--- src/rtl/mux_scan_pkg.sv ---
// Shared definitions for the mux scan sequencer: state encodings and
// default geometry of the 16x1 mux stage.
package mux_scan_pkg;

    localparam int SEL_W_DEF  = 4;
    localparam int N_CH_DEF   = 16;
    localparam int SETTLE_DEF = 2;

    localparam logic [1:0] STATE_IDLE   = 2'd0;
    localparam logic [1:0] STATE_SETTLE = 2'd1;
    localparam logic [1:0] STATE_SAMPLE = 2'd2;

    typedef enum logic [1:0] {
        S_IDLE   = STATE_IDLE,
        S_SETTLE = STATE_SETTLE,
        S_SAMPLE = STATE_SAMPLE
    } scan_state_e;

endpackage

--- src/rtl/scan_frame_reg.sv ---
// Output frame register: holds the last published frame, runs the
// valid/ready handshake and keeps the sticky overrun flag.
module scan_frame_reg
    import mux_scan_pkg::*;
#(
    parameter int N_CH = N_CH_DEF
) (
    input  logic            clk,
    input  logic            rst,
    input  logic            i_publish,
    input  logic [N_CH-1:0] i_pub_data,
    input  logic            i_clr_overrun,
    input  logic            i_frame_ready,
    output logic [N_CH-1:0] o_frame,
    output logic            o_frame_valid,
    output logic            o_overrun
);

    logic [N_CH-1:0] r_frame;
    logic            r_frame_valid;
    logic            r_overrun;

    // Handshake: a transfer happens on a rising edge where valid && ready.
    // valid falls after a transfer unless a new frame is published in the
    // same cycle; frame only changes while the slot is free or being taken.
    always_ff @(posedge clk) begin
        if (rst) begin
            r_frame       <= '0;
            r_frame_valid <= 1'b0;
            r_overrun     <= 1'b0;
        end else begin
            if (i_clr_overrun) begin
                r_overrun <= 1'b0;
            end
            if (i_publish) begin
                if (!r_frame_valid || i_frame_ready) begin
                    r_frame       <= i_pub_data;
                    r_frame_valid <= 1'b1;
                end else begin
                    r_overrun <= 1'b1;
                end
            end else if (r_frame_valid && i_frame_ready) begin
                r_frame_valid <= 1'b0;
            end
        end
    end

    assign o_frame       = r_frame;
    assign o_frame_valid = r_frame_valid;
    assign o_overrun     = r_overrun;

endmodule

--- src/rtl/mux_scan_sequencer.sv ---
// Drives the mux select through every channel, waits for it to settle,
// samples the mux output and packs one bit per channel into a frame.
module mux_scan_sequencer
    import mux_scan_pkg::*;
#(
    parameter int SEL_W  = SEL_W_DEF,
    parameter int N_CH   = N_CH_DEF,
    parameter int SETTLE = SETTLE_DEF
) (
    input  logic             clk,
    input  logic             rst,
    input  logic             start,
    input  logic             mode_cont,
    output logic [SEL_W-1:0] si,
    input  logic             y,
    output logic [N_CH-1:0]  frame,
    output logic             frame_valid,
    input  logic             frame_ready,
    output logic             busy,
    output logic             overrun,
    output logic [1:0]       dbg_state
);

    localparam int               CNT_W   = 4;
    localparam logic [SEL_W-1:0] LAST_CH = SEL_W'(N_CH - 1);
    localparam logic [CNT_W-1:0] CNT_END = CNT_W'(SETTLE - 1);

    scan_state_e      r_state;
    logic [CNT_W-1:0] r_settle_cnt;
    logic [SEL_W-1:0] r_si;
    logic             r_busy;
    // The last channel's bit comes straight from y at publish time.
    logic [N_CH-2:0]  r_acc;

    logic             w_last_ch;
    logic             w_publish;
    logic             w_clr_overrun;
    logic [N_CH-1:0]  w_pub_data;

    assign w_last_ch     = (r_si == LAST_CH);
    assign w_publish     = (r_state == S_SAMPLE) && w_last_ch;
    assign w_clr_overrun = (r_state == S_IDLE) && start;
    assign w_pub_data    = {y, r_acc};

    always_ff @(posedge clk) begin
        if (rst) begin
            r_state      <= S_IDLE;
            r_settle_cnt <= '0;
            r_si         <= '0;
            r_busy       <= 1'b0;
            r_acc        <= '0;
        end else begin
            case (r_state)
                S_IDLE: begin
                    r_si <= '0;
                    if (start) begin
                        r_state      <= S_SETTLE;
                        r_settle_cnt <= '0;
                        r_busy       <= 1'b1;
                    end
                end
                S_SETTLE: begin
                    r_settle_cnt <= r_settle_cnt + CNT_W'(1);
                    if (r_settle_cnt == CNT_END) begin
                        r_state <= S_SAMPLE;
                    end
                end
                S_SAMPLE: begin
                    r_settle_cnt <= '0;
                    if (!w_last_ch) begin
                        r_acc[r_si] <= y;
                        r_si        <= r_si + SEL_W'(1);
                        r_state     <= S_SETTLE;
                    end else begin
                        // mode_cont is only looked at here, so a mid-scan
                        // change lets the current frame finish.
                        r_si <= '0;
                        if (mode_cont) begin
                            r_state <= S_SETTLE;
                        end else begin
                            r_state <= S_IDLE;
                            r_busy  <= 1'b0;
                        end
                    end
                end
                default: begin
                    r_state      <= S_IDLE;
                    r_settle_cnt <= '0;
                    r_si         <= '0;
                    r_busy       <= 1'b0;
                end
            endcase
        end
    end

    scan_frame_reg #(
        .N_CH (N_CH)
    ) u_frame_reg (
        .clk           (clk),
        .rst           (rst),
        .i_publish     (w_publish),
        .i_pub_data    (w_pub_data),
        .i_clr_overrun (w_clr_overrun),
        .i_frame_ready (frame_ready),
        .o_frame       (frame),
        .o_frame_valid (frame_valid),
        .o_overrun     (overrun)
    );

    assign si        = r_si;
    assign busy      = r_busy;
    assign dbg_state = r_state;

endmodule

--- config.mk ---
export PLATFORM = sky130hd
export DESIGN_NAME = mux_scan_sequencer
export DESIGN_NICKNAME = d
export VERILOG_FILES = /design/src/rtl/mux_scan_pkg.sv /design/src/rtl/scan_frame_reg.sv /design/src/rtl/mux_scan_sequencer.sv
export SDC_FILE = /design/constraint.sdc
export NUM_CORES = 1
export LEC_CHECK = 0
export BUFFER_PORTS_ARGS = -buffer_cell sky130_fd_sc_hd__buf_2
export CAP_MARGIN = 20
export CORE_ASPECT_RATIO = 1.2
export CORE_UTILIZATION = 45
export DETAILED_ROUTE_END_ITERATION = 16
export PLACE_DENSITY = 0.61
export SYNTH_ARGS = -nofsm -noshare
export SYNTH_HDL_FRONTEND = slang
export SYNTH_SLANG_ARGS = --single-unit
--- constraint.sdc ---
create_clock -name clk -period 4.68 [get_ports clk]
set_clock_uncertainty 0.15 [all_clocks]
set_input_delay 0.234 -clock clk [delete_from_list [all_inputs] [get_ports clk]]
set_output_delay 0.234 -clock clk [all_outputs]
set_load 0.005 [all_outputs]
==> results of run 1 <==
sequential cells by signal, indices dropped and copies added, names as in the netlist:
signal,cells
u_frame_reg.o_overrun,1
si,4
r_settle_cnt,4
dbg_state,2
u_frame_reg.o_frame_valid,1
u_frame_reg.o_frame,16
r_acc,15
busy,1
critical path: cells and delay by family (launching register included):
| family | cells | cell delay, ns |
|---|---|---|
| AND/OR/NAND/NOR | 2 | 1.07 |
| flip-flops | 1 | 0.70 |
| multiplexers | 1 | 0.26 |
metrics by stage:
step | util [%] | instance area [um2]
finish | 53.9 | 2350
CTS | 53.9 | 2350
floorplan | - | 2090
global route | 53.9 | 2350
global placement | 50.9 | 2220
detailed placement | 50.9 | 2220
area by class of cell:
cell class | count | area, um2 | area share [%]
Clock buffer | 5 | 68.8 | 2.93
Clock inverter | 2 | 60.1 | 2.56
Sequential cell | 44 | 881 | 37.5
Inverter | 8 | 30.0 | 1.28
Tap cell | 56 | 70.1 | 2.98
Multi-Input combinational cell | 155 | 1090 | 46.4
Timing Repair Buffer | 30 | 150 | 6.39
metal layers:
| metal | routed length, um | share of wire [%] | track usage, % |
|---|---|---|---|
| met5 | 0 | 0 | 0 |
| met4 | 54 | 1.3 | 6.00 |
| met3 | 122 | 3.0 | 3.57 |
| met2 | 1800 | 45 | 25.3 |
| met1 | 2030 | 51 | 23.0 |
kinds of logic (layout without fill, tap and decap cells):
| kind of cell | Yosys count | after routing | synth area share (%) |
|---|---|---|---|
| XOR/XNOR | 2 | 2 | 0.837 |
| buffers and inverters | 24 | 45 | 5.80 |
| adder cells (fa/ha/maj) | 6 | 6 | 3.59 |
| flip-flops | 44 | 44 | 42.1 |
| AND/OR/NAND/NOR | 87 | 87 | 27.2 |
| multiplexers | 20 | 20 | 9.57 |
| AO/OA/AOI/OAI | 40 | 40 | 10.9 |
path summary, 6_finish.rpt:
kind	cells past startpoint	slack (ns)	startpoint	end
max	3	2.43	dbg_state[1]	u_frame_reg.o_frame[11]
max reg2reg	3	2.43	dbg_state[1]	u_frame_reg.o_frame[11]
min	3	0.11	frame_ready	u_frame_reg.o_overrun
min reg2reg	2	0.32	r_acc[14]	u_frame_reg.o_frame[14]
power groups by stage:
stage	Clock, mW	Combinational [mW]	Sequential [mW]
floorplan	0	0.0290	0.389
global placement	0	0.0337	0.394
detailed placement	0	0.0338	0.394
CTS	0.341	0.0338	0.385
global route	0.357	0.0369	0.386
finish	0.338	0.0335	0.385
cell usage in the layout, fill, tap and decap left out, drive strengths merged, types with 2 or more instances in the layout:
cell type,count
a21oi,17
a22oi,2
and2b,2
and4b,2
and4bb,2
buf,30
bufinv,2
clkbuf,5
dfxtp,44
ha,6
inv,8
mux2i,20
nand2,5
nand2b,35
nand3,17
nand3b,2
nand4b,2
nand4bb,3
nor2,3
nor3,3
nor4,2
o21ai,14
or3,2
or3b,2
xor2,2
cell usage after synthesis (all sizes together) (3+ instances only):
cell and count:
dfxtp 44, nand2b 35, mux2i 20, a21oi 17
nand3 17, o21ai 14, buf 11, inv 8
ha 6, clkbuf 5, nand2 5, nand4bb 3
nor2 3, nor3 3
==> run summary, run 1 <==
## Die
• 76.7 um — Die Height
• 64.2 um — die width
• 4360 um2 — Floorplan Core Area
• 48.0% — effective utilization at floorplan
• 31 — ports placed on the boundary
• 4930 um2 — Total Die Area
• 26 — number of cell rows

## STA
• 0.852 ns — transition time of the tightest slew-check pin
• 0 — setup violation total in the final timing report
• 445 MHz — Max Clk Rate
• 0 ns — sum of negative setup slack
• 0.109 ns — final hold slack
• 43.2% — worst slew margin relative to its limit
• 2.25 ns — final critical path time including I/O delays and setup
• false — RSZ-0062 raised after global routing
• 0 — number of failing hold endpoints at the final stage
• 48.0% — part of the cycle the worst path needs
• 2.43 ns — final worst-path setup slack
• 0 — final number of max-transition violations

## Logic synthesis
• 2090 um2 — netlist area before placement
• 42.1% — fraction of synthesized cell area taken by the top area cell type
• dfxtp_1 — post-synth top area cell
• 223 — cell count after synthesis
• 0 — Ys Warns
• 0 — EDFF count, synth
• 44 — number of storage elements in the synthesis netlist
• dfxtp_1 (42%), nand2b_1 (10%), mux2i_1 (9.6%) — most area-consuming cells after synthesis
• dfxtp_1 — flip-flop cell with the highest count after synthesis
• 235 — Synth Net Count
• 41 — Netlist cell types
• 0% — fraction of registers with async set/reset
• 9.38 um2 — synthesized area divided by synthesized cell count
• 42.1% — register area share after synthesis

## CTS
• 0 — CTS resizes
• 0 — buffers inserted during post-CTS setup optimization
• 5 — clock buffer count from CTS
• 2 — maximum count of clock buffers along a single path
• 0.08 ns — clock transition at the registers of the reported paths
• yes — clock tree from TritonCTS
• 44 — number of sinks on the clock net
• 0.29 ns — source-to-sink clock delay at the later pin of the worst-skew pair
• 2 — H-tree levels
• clkbuf_8 — buffer type at the clock tree root
• 0 — hold-fix buffer count after cts

## GRT
• 0 — antenna violations before repair
• 6.49 mm — first-pass GRT wire length
• 1369 — vias in the first global route
• 60 — largest net degree at the start of global routing
• 0 — total global routing overflow
• 16.6% — global-route usage over all layers

## Setup path
• and4b_4, and3_1, mux2i_1 — cells along the critical path
• 2.32 ns — Arr. time, crit path
• 21 — highest fanout seen on the critical path
• flip-flop — CP Capture Type
• reg -> reg — Worst Path Class, Setup
• flip-flop — Worst Setup Start Kind
• 4.76 ns — CP Data Required Time
• and3_1 — Max stage delay cell, worst path
• 0.72 ns — critical path's largest stage delay

## Pwr
• 20.2% — fraction of power spent switching nets
• 0.153 mW — Net Switching
• 0.877 nW — cell leakage power
• 0.756 mW — total chip power
• 322 nW/um2 — power per cell area
• 0.203 mV — maximum VDD drop
• 4.4% — part of the total power dissipated in combinational logic
• 0.603 mW — internal power contribution
• 44.7% — part of the total power dissipated in the clock network
• 50.9% — Reg power frac

## Final layout
• 418 — fill cell total of the finished layout
• 0 — Antenna Cells
• 256 — net count of the finished layout
• 12.3% — area grow syn2layout
• 18.0% — share of cells above drive strength 1
• 300 — non-filler cells in the finished layout

## Route
• 4 — First-pass DRT Iterations
• 13.4 um — wire length per cell after detailed routing
• 5.19 — Via density
• 0 — post-route antenna net violation count
• 4.01 mm — drt total wl
• 1558 — total number of vias
• 0 — # DRC
• 77 — 1st-iter DRT viols

## Status
• complete, no violations — status

## Placement
• 293 — number of cells after detailed placement
• 2.71 mm — detailed placer's ending HPWL
• 0.740 — placer's final routability congestion estimate
• 2.40 ns — minimum setup slack after placement
• 30 — count of input and output buffers

## Worst hold path
• in -> reg — path class of the lowest-slack min-delay path

## Flow run
• 0 — maxcap violations

(Power assumes the default switching activity.)
==> run 2, diff against run 1 <==
Settings changed: ABC_AREA from default to 1, PLACE_DENSITY 0.61 to 0.64.
Clock period 4.68 ns to 2 ns, I/O delays scaled along.
==> run 2 against run 1 <==
Largest power group unchanged; critical path type unchanged; sequential share of layout area is 1.3 points higher; clock power up 68%; first-iteration DRC count up 29%.
==> run summary, run 2 <==
## Pwr
• 0.403 mV — maximum VDD drop
• 683 nW/um2 — power per cell area
• 0.926 nW — cell leakage power

## Setup path
• 1.77 ns — Arr. time, crit path
• nor2_1 — most common cell type on the critical path
• flip-flop — Worst Setup Start Kind
• flip-flop — CP Capture Type
• 2.04 ns — CP Data Required Time
• 23 — highest fanout seen on the critical path
• ha_1, nand3_4, nand2_2, nor2_1, a21oi_1, nor2_1 — cells along the critical path
• simple AND/OR/NAND/NOR gates — cell family with most CP delay
• 0 — Buf+Inv Stages, Crit Path
• 0.43 ns — critical path's largest stage delay
• dfxtp_1 — Max stage delay cell, worst path
• reg -> reg — Worst Path Class, Setup

## GRT
• 1581 — vias in the first global route
• 18.9% — global-route usage over all layers
• 24 — largest net degree at the start of global routing
• 6.96 mm — first-pass GRT wire length
• 0 — total global routing overflow
• 0 — antenna violations before repair

## Logic synthesis
• 29.5% — simple-gate share of the synthesized area
• 13.2% — complex-gate fraction of the synthesized area
• 7.55 um2 — synthesized area divided by synthesized cell count
• 0% — fraction of registers with async set/reset
• dfxtp_1 — flip-flop cell with the highest count after synthesis
• 273 — Synth Net Count
• nand2_1 — most instantiated library cell after synthesis
• simple AND/OR/NAND/NOR gates — largest family of logic cells by synthesized area
• 27 — Netlist cell types
• 0 — EDFF count, synth
• 261 — cell count after synthesis
• dfxtp_1 — post-synth top area cell
• 0.445% — parity-gate share of the synthesized area counting xor and xnor cells
• dfxtp_1 (45%), nand2_1 (9.1%), nand3_1 (7.4%) — most area-consuming cells after synthesis
• 44.7% — register area share after synthesis
• 44.7% — fraction of synthesized cell area taken by the top area cell type
• 0 — Ys Warns
• 44 — number of storage elements in the synthesis netlist
• 3.81% — synthesized-area fraction occupied by adder cells
• 1970 um2 — netlist area before placement
• 0% — multiplexer area fraction after synthesis
• nand2_1 (48), dfxtp_1 (44), nor2_1 (34), nand3_1 (29), a21oi_1 (27) — Post-synth top cells

## Placement
• 30 — count of input and output buffers
• 2.78 mm — detailed placer's ending HPWL
• 0.289 ns — minimum setup slack after placement
• 0.812 — placer's final routability congestion estimate

## STA
• false — RSZ-0062 raised after global routing
• 0.278 ns — final worst-path setup slack
• 581 MHz — Max Clk Rate
• 0 ns — sum of negative setup slack
• 0 — setup violation total in the final timing report
• 72.3% — worst slew margin relative to its limit
• 1.72 ns — final critical path time including I/O delays and setup
• 0.0466 ns — final hold slack
• 0 — final number of max-transition violations
• 0 — number of failing hold endpoints at the final stage
• 86.1% — part of the cycle the worst path needs
• 0.414 ns — transition time of the tightest slew-check pin

## Final layout
• 0 — Antenna Cells
• 923 um2 — area of the multi-input gates
• 15.4% — area grow syn2layout
• nand2_1 — most common cell after layout, fill and taps aside
• 881 um2 — area taken by flip-flops and latches
• 445 — fill cell total of the finished layout
• nand2_1 (48), dfxtp_1 (44), nor2_1 (34) — highest-count cells in the layout ignoring fill and taps
• 307 — net count of the finished layout
• 16 — Largest register FFs
• 17.2% — share of cells above drive strength 1

## Status
• complete, no violations — status

## CTS
• 0.09 ns — clock transition at the registers of the reported paths
• 44 — number of sinks on the clock net
• clkbuf_8 — buffer type at the clock tree root
• 5 — clock buffer count from CTS
• 0.30 ns — source-to-sink clock delay at the later pin of the worst-skew pair
• yes — clock tree from TritonCTS
• 2 — H-tree levels
• 2 — maximum count of clock buffers along a single path

## Route
• 11.6 um — wire length per cell after detailed routing
• 99 — 1st-iter DRT viols
• 1736 — total number of vias
• 4 — First-pass DRT Iterations
• 0 — # DRC
• 4.93 — Via density
• 4.07 mm — drt total wl
• 0 — post-route antenna net violation count

## Die
• 46.6% — effective utilization at floorplan
• 74.5 um — Die Height
• 31 — ports placed on the boundary
• 62.4 um — die width
• 4650 um2 — Total Die Area
• 4230 um2 — Floorplan Core Area
• 26 — number of cell rows

## Worst hold path
• in -> reg — path class of the lowest-slack min-delay path

## Flow run
• 0 — maxcap violations

## run 2: area by class of cell
cell class              count  area share (%)
inverters                  21            3.47
clock inverters             3            1.05
repair buffers             39            10.0
clock buffers               5            3.03
multi-input cells         184            40.6
flip-flops and latches     44            38.7
well taps                  56            3.08
## run 2: timing repair
action / CTS / global route
buffers inserted: 0 / 0
resized for setup: 0 / 0
hold buffers: 4 / 0
endpoints found under the hold margin: 5 / 0
## run 2: through the flow
step | area, um2 | power (mW) | std cells | util [%]
6_report | 2270 | 1.55 | 352 | 53.8
5_1_grt | 2270 | 1.62 | 352 | 53.8
4_1_cts | 2270 | 1.57 | 352 | 53.8
3_5_place_dp | 2140 | 1.00 | 340 | 50.6
3_3_place_gp | 2140 | 0.999 | 340 | 50.6
2_1_floorplan | 1970 | 0.968 | 261 | -
## run 2: logic make-up after synthesis
family | after synthesis
and+or+nand+nor | 128
DFF | 44
AOI/OAI and AO/OA | 49
xor gates and xnor gates | 1
buffers and inverters | 33
adders and majority gates | 6
## run 2: final timing paths
| kind | start | slack [ns] | to | cells after the start |
|---|---|---|---|---|
| setup reg to reg | si[0] | 0.28 | r_acc[13] | 6 |
| hold / removal | y | 0.05 | u_frame_reg.o_frame[15] | 3 |
| hold reg to reg | r_acc[7] | 0.31 | r_acc[7] | 2 |
| setup / recovery | si[0] | 0.28 | r_acc[13] | 6 |
## run 2: worst register-to-register path, stage by stage (launching register included)
cell	delay, ns
dfxtp_1	0.43
ha_1	0.25
nand3_4	0.13
nand2_2	0.36
nor2_1	0.12
a21oi_1	0.14
nor2_1	0.05
## run 2: where the power goes
part	total (mW)	switching, mW	leakage, nW	internal, mW
sequential	0.894	0.0104	0.355	0.884
combinational	0.0908	0.0569	0.530	0.0339
clock	0.567	0.320	0.0404	0.247
total	1.55	0.387	0.926	1.17
## run 2: per-layer routing
layer | track usage [%] | share of wire [%]
met1 | 24.1 | 49
met2 | 32.6 | 47
met3 | 2.76 | 3.1
met4 | 7.49 | 1.4
met5 | 0 | 0
==> run 3, diff against run 2 <==
Settings changed: REMOVE_ABC_BUFFERS from default to 1, SETUP_SLACK_MARGIN from default to 0.1.
==> run 3 against run 2 <==
Non-clock buffer count stayed put; combinational power is 2% lower; via count is 0.63% higher; global-route usage is 0.33 points higher; register-to-register slack better by 0.02 ns; wire length is 3.9% higher; power is 0.36% higher; sequential share of layout area is 0.17 points lower; hold slack better by 0.0014 ns; first-iteration DRC count is 24% lower; design area is 0.44% higher; largest cell class unchanged.
==> run summary, run 3 (synthesis gave the netlist of run 2 again) <==
## Status
• complete, no violations — status

## Route
• 1747 — total number of vias
• 4.96 — Via density
• 12.0 um — wire length per cell after detailed routing
• 75 — 1st-iter DRT viols
• 4 — First-pass DRT Iterations
• 0 — post-route antenna net violation count
• 4.23 mm — drt total wl
• 0 — # DRC

## GRT
• 19.2% — global-route usage over all layers
• 24 — largest net degree at the start of global routing
• 1540 — vias in the first global route
• 0 — total global routing overflow
• 6.92 mm — first-pass GRT wire length
• 0 — antenna violations before repair

## STA
• 0 — number of failing hold endpoints at the final stage
• 0 ns — sum of negative setup slack
• false — RSZ-0062 raised after global routing
• 1.70 ns — final critical path time including I/O delays and setup
• 0.482 ns — transition time of the tightest slew-check pin
• 0 — setup violation total in the final timing report
• 85.1% — part of the cycle the worst path needs
• 0 — final number of max-transition violations
• 588 MHz — Max Clk Rate
• 67.8% — worst slew margin relative to its limit

## CTS
• clkbuf_8 — buffer type at the clock tree root
• 0 — buffers inserted during post-CTS setup optimization
• 0.09 ns — clock transition at the registers of the reported paths
• 44 — number of sinks on the clock net
• yes — clock tree from TritonCTS
• 2 — H-tree levels
• 2 — maximum count of clock buffers along a single path
• 0.30 ns — source-to-sink clock delay at the later pin of the worst-skew pair
• 5 — clock buffer count from CTS

## Die
• 26 — number of cell rows
• 4650 um2 — Total Die Area
• 62.4 um — die width
• 31 — ports placed on the boundary
• 4230 um2 — Floorplan Core Area
• 46.6% — effective utilization at floorplan
• 74.5 um — Die Height

## Placement
• 2.92 mm — detailed placer's ending HPWL
• 341 — number of cells after detailed placement
• 0.772 — placer's final routability congestion estimate
• 30 — count of input and output buffers

## Pwr
• 0.409 mV — maximum VDD drop
• 682 nW/um2 — power per cell area
• 0.940 nW — cell leakage power

## Setup path
• ha_1, nand3_4, nand2_2, nor2_1, a21oi_1, nor2_1 — cells along the critical path
• nor2_1 — most common cell type on the critical path
• 2.05 ns — CP Data Required Time
• 23 — highest fanout seen on the critical path
• flip-flop — CP Capture Type
• dfxtp_1 — Max stage delay cell, worst path
• reg -> reg — Worst Path Class, Setup
• 1.75 ns — Arr. time, crit path
• flip-flop — Worst Setup Start Kind
• 0.40 ns — critical path's largest stage delay

## Flow run
• 0 — maxcap violations

## Final layout
• 17.6% — share of cells above drive strength 1
• 15.9% — area grow syn2layout
• 420 — fill cell total of the finished layout
• 307 — net count of the finished layout
• nand2_1 — most common cell after layout, fill and taps aside
• 352 — non-filler cells in the finished layout
• nand2_1 (48), dfxtp_1 (44), nor2_1 (34) — highest-count cells in the layout ignoring fill and taps
• 923 um2 — area of the multi-input gates
• 881 um2 — area taken by flip-flops and latches
• 16 — Largest register FFs
• 0 — Antenna Cells

## Worst hold path
• in -> reg — path class of the lowest-slack min-delay path

-- run 3: cell types whose count changed in the layout (fill, tap and decap cells not counted), sizes merged --
| cell | delta |
|---|---|
| clkbuf | +1 |
| buf | +1 |
| clkinvlp | -2 |
| clkinv | +1 |
| dlygate4sd3 | -1 |
-- run 3: final timing paths --
kind,from,endpoint,cells past startpoint,slack (ns)
worst max-delay path,si[0],r_acc[13],6,0.30
worst min-delay path,y,u_frame_reg.o_frame[15],3,0.05
worst max register to register,si[0],r_acc[13],6,0.30
worst min register to register,u_frame_reg.o_frame[3],u_frame_reg.o_frame[3],2,0.31
-- run 3: area by class of cell --
| cell class | count | share of cell area (%) |
|---|---|---|
| Clock buffer | 6 | 3.62 |
| Clock inverter | 2 | 0.438 |
| Inverter | 21 | 3.45 |
| Multi-Input combinational cell | 184 | 40.4 |
| Sequential cell | 44 | 38.6 |
| Tap cell | 56 | 3.07 |
| Timing Repair Buffer | 39 | 10.4 |
-- run 3: worst max-delay path, delay by kind of cell, from the launching register on --
family,cells,cell delay [ns]
AOI/OAI and AO/OA,1,0.15
DFF,1,0.40
and+or+nand+nor,4,0.67
adders and majority gates,1,0.23
-- run 3: power breakdown --
part           switching, mW  total [mW]  internal, mW
clock network          0.299       0.575         0.276
registers            0.00937       0.893         0.884
logic                 0.0565      0.0890        0.0325
total                  0.365        1.56          1.19
-- run 3: what timing repair did --
item | 4_1_cts | 5_1_grt
hold endpoints to repair | 3 | 0
hold buffers | 3 | 0
gates resized for setup | 0 | 0
-- run 3: layer usage --
| layer | global-route usage [%] | share of wire [%] | up-vias |
|---|---|---|---|
| met4 | 8.01 | 1.6 | 0 |
| met1 | 22.0 | 47 | 796 |
| met2 | 34.6 | 47 | 21 |
| met3 | 4.91 | 3.5 | 6 |
| li1 | - | - | 924 |
| met5 | 0 | 0 | - |
-- run 3: per-stage QoR --
stage	hold slack, ns	utilization, %	total power, mW	area [um2]	setup slack [ns]
floorplan	0.0124	-	0.956	1880	0.274
global placement	0.240	51.1	0.999	2160	0.355
detailed placement	0.252	51.1	0.999	2160	0.312
CTS	0.0395	54.0	1.58	2280	0.293
global route	0.0599	54.0	1.62	2280	0.146
finish	0.0480	54.0	1.56	2280	0.298
